===== src/rtl/seg_disp_pkg.sv =====
// Shared definitions for the seven-segment display arbiter.
// Contents: owner FSM state enum, APB register word offsets, CTRL.MODE encodings,
// digit count and segment glyph constants (active-high, bit 7 = dp, always 0).
package seg_disp_pkg;

  typedef enum logic [1:0] {
    StIdle = 2'd0,
    StSw   = 2'd1,
    StHw   = 2'd2
  } owner_state_e;

  localparam int unsigned NUM_DIGITS = 6;

  // Word offsets, decoded from PADDR[4:2]
  localparam logic [2:0] REG_CTRL    = 3'd0;  // 0x00
  localparam logic [2:0] REG_SWDATA  = 3'd1;  // 0x04
  localparam logic [2:0] REG_STATUS  = 3'd2;  // 0x08
  localparam logic [2:0] REG_DIGMASK = 3'd3;  // 0x0C

  localparam logic [1:0] MODE_SW      = 2'b00;
  localparam logic [1:0] MODE_HW_ONLY = 2'b01;
  localparam logic [1:0] MODE_HW_PRIO = 2'b10;
  localparam logic [1:0] MODE_RR      = 2'b11;

  localparam logic [7:0] GLYPH_BLANK = 8'h00;
  localparam logic [7:0] GLYPH_0 = 8'h3F;
  localparam logic [7:0] GLYPH_1 = 8'h06;
  localparam logic [7:0] GLYPH_2 = 8'h5B;
  localparam logic [7:0] GLYPH_3 = 8'h4F;
  localparam logic [7:0] GLYPH_4 = 8'h66;
  localparam logic [7:0] GLYPH_5 = 8'h6D;
  localparam logic [7:0] GLYPH_6 = 8'h7D;
  localparam logic [7:0] GLYPH_7 = 8'h07;
  localparam logic [7:0] GLYPH_8 = 8'h7F;
  localparam logic [7:0] GLYPH_9 = 8'h6F;
  localparam logic [7:0] GLYPH_A = 8'h77;
  localparam logic [7:0] GLYPH_B = 8'h7C;
  localparam logic [7:0] GLYPH_C = 8'h39;
  localparam logic [7:0] GLYPH_D = 8'h5E;
  localparam logic [7:0] GLYPH_E = 8'h79;
  localparam logic [7:0] GLYPH_F = 8'h71;

endpackage


===== src/rtl/seg_display_arbiter_if.sv =====
// Bus bundle for seg_display_arbiter: APB slave signals plus the hardware BCD
// source req/gnt handshake.
//   master : APB requester / hardware source side (drives PSEL..PWDATA, hw_req, hw_bcd)
//   slave  : arbiter side (drives PRDATA, PREADY, PSLVERR, hw_gnt)
interface seg_display_arbiter_if;

  logic        PSEL;
  logic        PENABLE;
  logic        PWRITE;
  logic [11:2] PADDR;
  logic [31:0] PWDATA;
  logic [31:0] PRDATA;
  logic        PREADY;
  logic        PSLVERR;

  logic        hw_req;
  logic [23:0] hw_bcd;
  logic        hw_gnt;

  modport master (
    output PSEL, PENABLE, PWRITE, PADDR, PWDATA, hw_req, hw_bcd,
    input  PRDATA, PREADY, PSLVERR, hw_gnt
  );

  modport slave (
    input  PSEL, PENABLE, PWRITE, PADDR, PWDATA, hw_req, hw_bcd,
    output PRDATA, PREADY, PSLVERR, hw_gnt
  );

endinterface


===== src/rtl/seg7_decoder.sv =====
// Combinational BCD/hex nibble to seven-segment glyph decoder.
// Ports: nibble (4-bit digit value in), glyph (8-bit active-high segments out, dp = 0).
// Build option SEG_HEX_EN: when defined, nibbles A-F show hex letters; otherwise they blank.
module seg7_decoder
  import seg_disp_pkg::*;
(
  input  logic [3:0] nibble,
  output logic [7:0] glyph
);

  always_comb begin
    glyph = GLYPH_BLANK;
    case (nibble)
      4'h0: glyph = GLYPH_0;
      4'h1: glyph = GLYPH_1;
      4'h2: glyph = GLYPH_2;
      4'h3: glyph = GLYPH_3;
      4'h4: glyph = GLYPH_4;
      4'h5: glyph = GLYPH_5;
      4'h6: glyph = GLYPH_6;
      4'h7: glyph = GLYPH_7;
      4'h8: glyph = GLYPH_8;
      4'h9: glyph = GLYPH_9;
`ifdef SEG_HEX_EN
      4'hA: glyph = GLYPH_A;
      4'hB: glyph = GLYPH_B;
      4'hC: glyph = GLYPH_C;
      4'hD: glyph = GLYPH_D;
      4'hE: glyph = GLYPH_E;
      4'hF: glyph = GLYPH_F;
`else
      // Non-BCD nibbles blank the digit
`endif
      default: glyph = GLYPH_BLANK;
    endcase
  end

endmodule


===== src/rtl/seg_display_arbiter.sv =====
// Owner arbiter and scan sequencer for a shared 6-digit seven-segment display.
// Picks the owner (software SWDATA register or hardware BCD source) at frame
// boundaries, latches that owner's digits into a shadow buffer so a frame never
// tears, and scans the multiplexed seg/dig pins.
// Ports:
//   PCLK, PRESETn : clock, asynchronous active-low reset
//   bus (slave)   : APB registers (CTRL, SWDATA, STATUS, DIGMASK) and hw_req/hw_bcd/hw_gnt
//   seg           : segment pattern, active-high, bit 7 = dp (always 0), registered
//   dig           : digit select, active-low one-hot, registered
// Build option SEG_HEX_EN (inside seg7_decoder): hex glyphs for nibbles A-F.
module seg_display_arbiter
  import seg_disp_pkg::*;
#(
  parameter int unsigned CLK_DIV     = 25000,
  parameter int unsigned HOLD_FRAMES = 64
) (
  input  logic                  PCLK,
  input  logic                  PRESETn,
  seg_display_arbiter_if.slave  bus,
  output logic [7:0]            seg,
  output logic [5:0]            dig
);

  localparam int unsigned PresW = (CLK_DIV > 1) ? $clog2(CLK_DIV) : 1;
  localparam int unsigned FrmW  = (HOLD_FRAMES > 1) ? $clog2(HOLD_FRAMES) : 1;
  localparam logic [PresW-1:0] PresMax = PresW'(CLK_DIV - 1);
  localparam logic [FrmW-1:0]  HoldMax = FrmW'(HOLD_FRAMES - 1);
  localparam logic [2:0]       IdxMax  = 3'(NUM_DIGITS - 1);

  // Register file
  logic        en_q;
  logic [1:0]  mode_q;
  logic [23:0] swdata_q;
  logic [5:0]  digmask_q;
  logic        apb_wr;
  logic [2:0]  reg_sel;

  assign apb_wr  = bus.PSEL & ~bus.PENABLE & bus.PWRITE;
  assign reg_sel = bus.PADDR[4:2];

  always_ff @(posedge PCLK or negedge PRESETn) begin
    if (!PRESETn) begin
      en_q      <= 1'b0;
      mode_q    <= MODE_SW;
      swdata_q  <= '0;
      digmask_q <= 6'h3F;
    end else if (apb_wr) begin
      case (reg_sel)
        REG_CTRL: begin
          en_q   <= bus.PWDATA[0];
          mode_q <= bus.PWDATA[2:1];
        end
        REG_SWDATA:  swdata_q  <= bus.PWDATA[23:0];
        REG_DIGMASK: digmask_q <= bus.PWDATA[5:0];
        default: ;
      endcase
    end
  end

  // Scan timing
  logic [PresW-1:0] pres_q;
  logic [2:0]       idx_q;
  logic             tick;
  logic             frame_end;

  assign tick      = en_q && (pres_q == PresMax);
  assign frame_end = tick && (idx_q == IdxMax);

  always_ff @(posedge PCLK or negedge PRESETn) begin
    if (!PRESETn) begin
      pres_q <= '0;
      idx_q  <= '0;
    end else if (!en_q) begin
      pres_q <= '0;
      idx_q  <= '0;
    end else begin
      pres_q <= tick ? '0 : pres_q + 1'b1;
      if (tick) begin
        idx_q <= (idx_q == IdxMax) ? 3'd0 : idx_q + 3'd1;
      end
    end
  end

  // Owner FSM
  owner_state_e     state_q, state_d, target;
  logic [FrmW-1:0]  frm_q;
  logic             hold_done;
  logic [23:0]      shadow_q;
  logic             shadow_load;

  // Counter saturates, so a long uncontested SW tenure lets HW in at the next frame_end
  assign hold_done = (frm_q == HoldMax);

  always_comb begin
    target = StSw;
    case (mode_q)
      MODE_SW:      target = StSw;
      MODE_HW_ONLY: target = bus.hw_req ? StHw : StIdle;
      MODE_HW_PRIO: target = bus.hw_req ? StHw : StSw;
      MODE_RR: begin
        if (!bus.hw_req) begin
          target = StSw;
        end else begin
          case (state_q)
            StSw:    target = hold_done ? StHw : StSw;
            StHw:    target = hold_done ? StSw : StHw;
            default: target = StSw;
          endcase
        end
      end
      default: target = StSw;
    endcase
  end

  always_comb begin
    state_d = state_q;
    if (!en_q) begin
      state_d = StIdle;
    end else if (state_q == StIdle || frame_end) begin
      // Leaving IDLE is not frame aligned; owner swaps otherwise wait for frame_end
      state_d = target;
    end
  end

  assign shadow_load = en_q && (state_d != StIdle) && ((state_q == StIdle) || frame_end);

  always_ff @(posedge PCLK or negedge PRESETn) begin
    if (!PRESETn) begin
      state_q  <= StIdle;
      frm_q    <= '0;
      shadow_q <= '0;
    end else begin
      state_q <= state_d;
      if (!en_q || (state_d != state_q)) begin
        frm_q <= '0;
      end else if (frame_end && !hold_done) begin
        frm_q <= frm_q + 1'b1;
      end
      if (shadow_load) begin
        shadow_q <= (state_d == StHw) ? bus.hw_bcd : swdata_q;
      end
    end
  end

  // Display output
  logic [3:0] cur_nib;
  logic [7:0] glyph;
  logic       show;
  logic [7:0] seg_d;
  logic [5:0] dig_d;
  logic [7:0] seg_q;
  logic [5:0] dig_q;
  logic       hw_gnt_q;

  always_comb begin
    cur_nib = 4'h0;
    case (idx_q)
      3'd0:    cur_nib = shadow_q[3:0];
      3'd1:    cur_nib = shadow_q[7:4];
      3'd2:    cur_nib = shadow_q[11:8];
      3'd3:    cur_nib = shadow_q[15:12];
      3'd4:    cur_nib = shadow_q[19:16];
      3'd5:    cur_nib = shadow_q[23:20];
      default: cur_nib = 4'h0;
    endcase
  end

  seg7_decoder u_decoder (
    .nibble (cur_nib),
    .glyph  (glyph)
  );

  // en_q gating blanks the pins on the cycle after EN is cleared
  assign show = en_q && (state_q != StIdle) && digmask_q[idx_q];

  always_comb begin
    seg_d = GLYPH_BLANK;
    dig_d = 6'h3F;
    if (show) begin
      seg_d        = glyph;
      dig_d[idx_q] = 1'b0;
    end
  end

  always_ff @(posedge PCLK or negedge PRESETn) begin
    if (!PRESETn) begin
      seg_q    <= GLYPH_BLANK;
      dig_q    <= 6'h3F;
      hw_gnt_q <= 1'b0;
    end else begin
      seg_q    <= seg_d;
      dig_q    <= dig_d;
      hw_gnt_q <= (state_q == StHw);
    end
  end

  assign seg        = seg_q;
  assign dig        = dig_q;
  assign bus.hw_gnt = hw_gnt_q;

  // APB read path
  logic [31:0] prdata;

  always_comb begin
    prdata = '0;
    case (reg_sel)
      REG_CTRL:    prdata[2:0]  = {mode_q, en_q};
      REG_SWDATA:  prdata[23:0] = swdata_q;
      REG_STATUS:  prdata[6:0]  = {state_q, idx_q, hw_gnt_q, (state_q == StHw)};
      REG_DIGMASK: prdata[5:0]  = digmask_q;
      default: ;
    endcase
  end

  assign bus.PRDATA  = prdata;
  assign bus.PREADY  = 1'b1;
  assign bus.PSLVERR = 1'b0;

  logic unused_bus_bits;
  assign unused_bus_bits = ^{bus.PADDR[11:5], bus.PWDATA[31:24]};

endmodule

===== src/flat_wrapper.sv =====
// flat-port wrapper written by rule: the top's interface ports become plain ports
module seg_display_arbiter_flat import seg_disp_pkg::*;
#(
  parameter int unsigned CLK_DIV     = 25000,
  parameter int unsigned HOLD_FRAMES = 64
)
  (PCLK, PRESETn, seg, dig, bus_PSEL, bus_PENABLE, bus_PWRITE, bus_PADDR, bus_PWDATA, bus_hw_req, bus_hw_bcd, bus_PRDATA, bus_PREADY, bus_PSLVERR, bus_hw_gnt);
  seg_display_arbiter_if bus_i ();
  input  logic PCLK;
  input  logic PRESETn;
  output logic [7:0] seg;
  output logic [5:0] dig;
  input wire logic [$bits(bus_i.PSEL)-1:0] bus_PSEL;
  input wire logic [$bits(bus_i.PENABLE)-1:0] bus_PENABLE;
  input wire logic [$bits(bus_i.PWRITE)-1:0] bus_PWRITE;
  input wire logic [$bits(bus_i.PADDR)-1:0] bus_PADDR;
  input wire logic [$bits(bus_i.PWDATA)-1:0] bus_PWDATA;
  input wire logic [$bits(bus_i.hw_req)-1:0] bus_hw_req;
  input wire logic [$bits(bus_i.hw_bcd)-1:0] bus_hw_bcd;
  output wire logic [$bits(bus_i.PRDATA)-1:0] bus_PRDATA;
  output wire logic [$bits(bus_i.PREADY)-1:0] bus_PREADY;
  output wire logic [$bits(bus_i.PSLVERR)-1:0] bus_PSLVERR;
  output wire logic [$bits(bus_i.hw_gnt)-1:0] bus_hw_gnt;
  assign bus_i.PSEL = bus_PSEL;
  assign bus_i.PENABLE = bus_PENABLE;
  assign bus_i.PWRITE = bus_PWRITE;
  assign bus_i.PADDR = bus_PADDR;
  assign bus_i.PWDATA = bus_PWDATA;
  assign bus_i.hw_req = bus_hw_req;
  assign bus_i.hw_bcd = bus_hw_bcd;
  assign bus_PRDATA = bus_i.PRDATA;
  assign bus_PREADY = bus_i.PREADY;
  assign bus_PSLVERR = bus_i.PSLVERR;
  assign bus_hw_gnt = bus_i.hw_gnt;
  seg_display_arbiter #(.CLK_DIV(CLK_DIV), .HOLD_FRAMES(HOLD_FRAMES)) u_core (.PCLK(PCLK), .PRESETn(PRESETn), .bus(bus_i), .seg(seg), .dig(dig));
endmodule

===== config.mk =====
export PLATFORM = sky130hd
export DESIGN_NAME = seg_display_arbiter_flat
export DESIGN_NICKNAME = d
export VERILOG_FILES = /design/src/rtl/seg_disp_pkg.sv /design/src/rtl/seg_display_arbiter_if.sv /design/src/rtl/seg7_decoder.sv /design/src/rtl/seg_display_arbiter.sv /design/src/flat_wrapper.sv
export SDC_FILE = /design/constraint.sdc
export NUM_CORES = 1
export LEC_CHECK = 0
export ABC_AREA = 1
export BUFFER_PORTS_ARGS = -buffer_cell sky130_fd_sc_hd__buf_2
export CAP_MARGIN = 20
export CORE_ASPECT_RATIO = 1.75
export CORE_MARGIN = 2
export CORE_UTILIZATION = 60
export CTS_BUF_LIST = sky130_fd_sc_hd__clkbuf_8
export CTS_CLUSTER_DIAMETER = 80
export CTS_CLUSTER_SIZE = 25
export DETAILED_ROUTE_END_ITERATION = 6
export PLACE_DENSITY = 0.85
export SYNTH_ARGS = -nofsm -noshare
export SYNTH_HDL_FRONTEND = slang
export SYNTH_SLANG_ARGS = --single-unit

===== constraint.sdc =====
create_clock -name PCLK -period 4.6 [get_ports PCLK]
set_clock_uncertainty 0.05 [all_clocks]
set_input_delay 0.69 -clock PCLK [delete_from_list [all_inputs] [get_ports PCLK]]
set_output_delay 0.69 -clock PCLK [all_outputs]
set_load 0.01 [all_outputs]

==> results.py <==
metrics = {
    "status": {
        "outcome": "complete, no violations",
    },
    "clocking": {
        "cts_buffer_depth": 2,
        "cts.sinks": 97,
        "clkLatencyLatePin_ps": 380,
        "cts_inserted_buffers": 9,
        "post-cts-setup-buffer-count": 0,
        "cts-root-buf": "clkbuf_8",
        "cts_tree": "yes",
        "cts_hold_buf": 0,
        "cts_resized": 0,
        "htree_levels": 3,
        "cts.clk_slew.worst_paths_ps": 90,
    },
    "worst_setup_path": {
        "crit_type": "input pin to output port",
        "worstSetupStartpointType": "input pin",
        "rr_worst_depth": 15,
        "reg2reg_slack_ps": 2020,
        "cp-end-kind": "output port",
        "crit_fanout": 17,
        "arrival_ps": 2240,
        "slowest_delay_ps": 550,
        "critPathMostFrequentCell": "buf_2",
        "required_ps": 3860,
        "path_cells": "buf_2 > nor3_2 > clkinv_1 > nor2_1 > buf_2",
        "crit_slowest_cell": "clkinv_1",
    },
    "power_and_ir_drop": {
        "p_leak_nw": 3.21,
        "powerDensity_nw_per_um2": 421,
        "irDropWorstVdd_uv": 273,
    },
    "sta": {
        "setup_viol": 0,
        "relSlewSlack_pct": 45.0,
        "period_share_pct": 64.7,
        "worstMarginPinSlew_ps": 825,
        "rsz0062_at_grt": "false",
        "setup_tns_ps": 0,
        "fin_crit_ps": 2980,
        "max_freq_mhz": 336,
        "drv_slew": 0,
        "hold_viol": 0,
    },
    "place": {
        "finalWeightedCongestion": 0.917,
        "dp_hpwl_um": 8790,
        "port_buffers": 94,
        "dp.cells": 881,
    },
    "die": {
        "rows": 45,
        "core_area_um2": 8560,
        "die_x_um": 74.6,
        "start_util_pct": 61.1,
        "die_h_um": 127,
        "dieArea_um2": 9500,
        "boundaryPins": 121,
    },
    "logic_synthesis": {
        "synthMuxAreaShare_pct": 0.431,
        "synth_fa_ha_area_share_pct": 2.63,
        "synth_warnings": 0,
        "synthSimpleGateAreaFrac_pct": 31.1,
        "yosysTopAreaCell": "dfrtp_1",
        "ys_top_cells_by_area": "dfrtp_1 (41%), nand2_1 (16%), dfstp_2 (6.0%)",
        "synth-xor-area-share_pct": 0.670,
        "synth_seq_cells": 97,
        "synth_top_family_by_area": "simple AND/OR/NAND/NOR gates",
        "yosys.cell_types.count": 42,
        "yosysTopAreaCellShare_pct": 40.7,
        "syn_area_um2": 5230,
        "synth_compound_area_share_pct": 8.71,
        "synth.yosys.seq_area_share_pct": 46.7,
        "synth_area_per_cell_um2": 7.60,
        "syn_inst": 688,
    },
    "finish": {
        "fillerInstances": 727,
        "n_antenna_cell": 0,
        "final_nets": 858,
        "drive_above_1_share_pct": 19.1,
        "stdcell_count": 897,
        "fin_util_pct": 69.2,
        "syn_to_final_growth_pct": 13.3,
    },
    "hold_path": {
        "hold_class": "input pin to asynchronous set/reset pin",
    },
    "detailed_routing": {
        "wl_um": 11600,
        "drtIter0Drc": 259,
        "drt-pass1-iter-count": 4,
        "avgViaCountPerCell": 5.20,
        "antenna_left": 0,
        "vias": 4668,
        "wl_per_cell_um": 13.0,
        "drc": 0,
    },
    "grt": {
        "grt_pass1_vias": 4444,
        "grt_max_degree": 68,
        "antenna_found_initial": 0,
        "grt_overflow_total": 0,
        "grt_use_total_pct": 26.2,
        "grt_pass1_wl_um": 19500,
    },
    "flow_run": {
        "maxCapViolCount": 0,
    },
}
-- synthesized netlist by cell type --
master / instances
clkinv_1: 1
o41ai_1: 1
a32o_1: 1
and3_1: 1
nor3_2: 2
nand4_1: 6
nand3_1: 38
nand2_4: 5
o21ai_0: 32
dfrtp_1: 85
nor4_1: 1
o21a_1: 1
nand2_1: 227
nor2_8: 1
o2111ai_1: 2
inv_1: 72
a22oi_1: 5
o22ai_1: 2
a31o_2: 1
clkbuf_1: 7
buf_6: 4
dfstp_2: 12
inv_4: 1
buf_2: 5
nand3b_1: 2
inv_2: 7
nor2_2: 2
mux2_2: 2
xnor2_1: 1
xor2_1: 3
buf_4: 13
a21oi_1: 30
nand2_2: 5
o211ai_1: 4
conb_1: 2
nand4_4: 1
nor3_1: 11
o21bai_1: 1
nor2_1: 78
ha_1: 11
nand3_2: 1
o21ai_1: 1
-- layer usage --
layer	track usage, %	share of wire [%]	vias to the layer above
li1	-	-	2321
met1	30.2	40	2185
met2	45.9	53	135
met3	4.34	3.9	27
met4	12.6	3.3	0
met5	0	0	-
-- where the power goes --
group          internal (W)  switching, W  leakage [nW]
registers           0.00103      0.000121          1.19
clock network      0.000330      0.000283         0.123
logic              0.000249      0.000484          1.89
-- cell usage in the layout, fill, tap and decap left out, drive strengths merged, types with 12 or more instances in the layout --
cell   instances
nand3         39
nor2          81
nand2        237
o21ai         33
dfrtp         85
inv           83
nor3          13
dfstp         12
a21oi         30
buf           96
-- flip-flops by register name, summed over array words and instances (netlist names) --
name and flops:
u_core.pres_q 15, u_core.shadow_q 24, u_core.bus.hw_gnt 1, u_core.seg 7, u_core.frm_q 6, u_core.mode_q 2, u_core.idx_q 3, u_core.dig 6
u_core.state_q 2, u_core.digmask_q 6, u_core.swdata_q 24, u_core.en_q 1
-- area by class of cell --
cell class                      count  area [um2]  share of cell area, %
Timing Repair Buffer               96         488                   8.24
Clock buffer                       11         151                   2.56
Tap cell                          117         146                   2.47
Multi-Input combinational cell    490        2320                   39.1
Clock inverter                      5        71.3                   1.20
Inverter                           81         307                   5.17
Sequential cell                    97        2440                   41.2
-- worst max-delay path: cells and delay by family --
family,cells,cell delay (ps)
buf+inv,3,830
simple gates,2,700
-- worst paths after layout --
| path | to | start |
|---|---|---|
| setup / recovery | bus_PRDATA[21] | bus_PADDR[1] |
| hold / removal | u_core.frm_q[0]$_DFFE_PN0P_ | PRESETn |
| setup reg to reg | u_core.shadow_q[7]$_DFFE_PN0P_ | u_core.pres_q[0]$_DFF_PN0_ |
| hold reg to reg | u_core.pres_q[0]$_DFF_PN0_ | u_core.pres_q[0]$_DFF_PN0_ |
| max in group asynchronous | u_core.dig[3]$_DFF_PN1_ | PRESETn |
| min in group PCLK | u_core.pres_q[0]$_DFF_PN0_ | u_core.pres_q[0]$_DFF_PN0_ |
-- kinds of logic (layout without fill, tap and decap cells) --
family,count (synthesis),count (layout)
simple gates,381,381
compound gates,81,81
mux,2,2
flops,97,97
buf+inv,110,193
xor+xnor,4,4
fa+ha+maj,11,11
other cells,2,11
-- per-stage QoR --
step                hold WS, ps  setup WS (ps)  power, W  area, um2
CTS                         388           1610   0.00251       5920
finish                      343           1620   0.00250       5920
global route                413           1380   0.00268       5920
detailed placement          410           1620   0.00189       5700
floorplan                   344           2120   0.00171       5260
global placement            387           1690   0.00186       5700
Note: power is estimated with default switching activity, not from simulation.
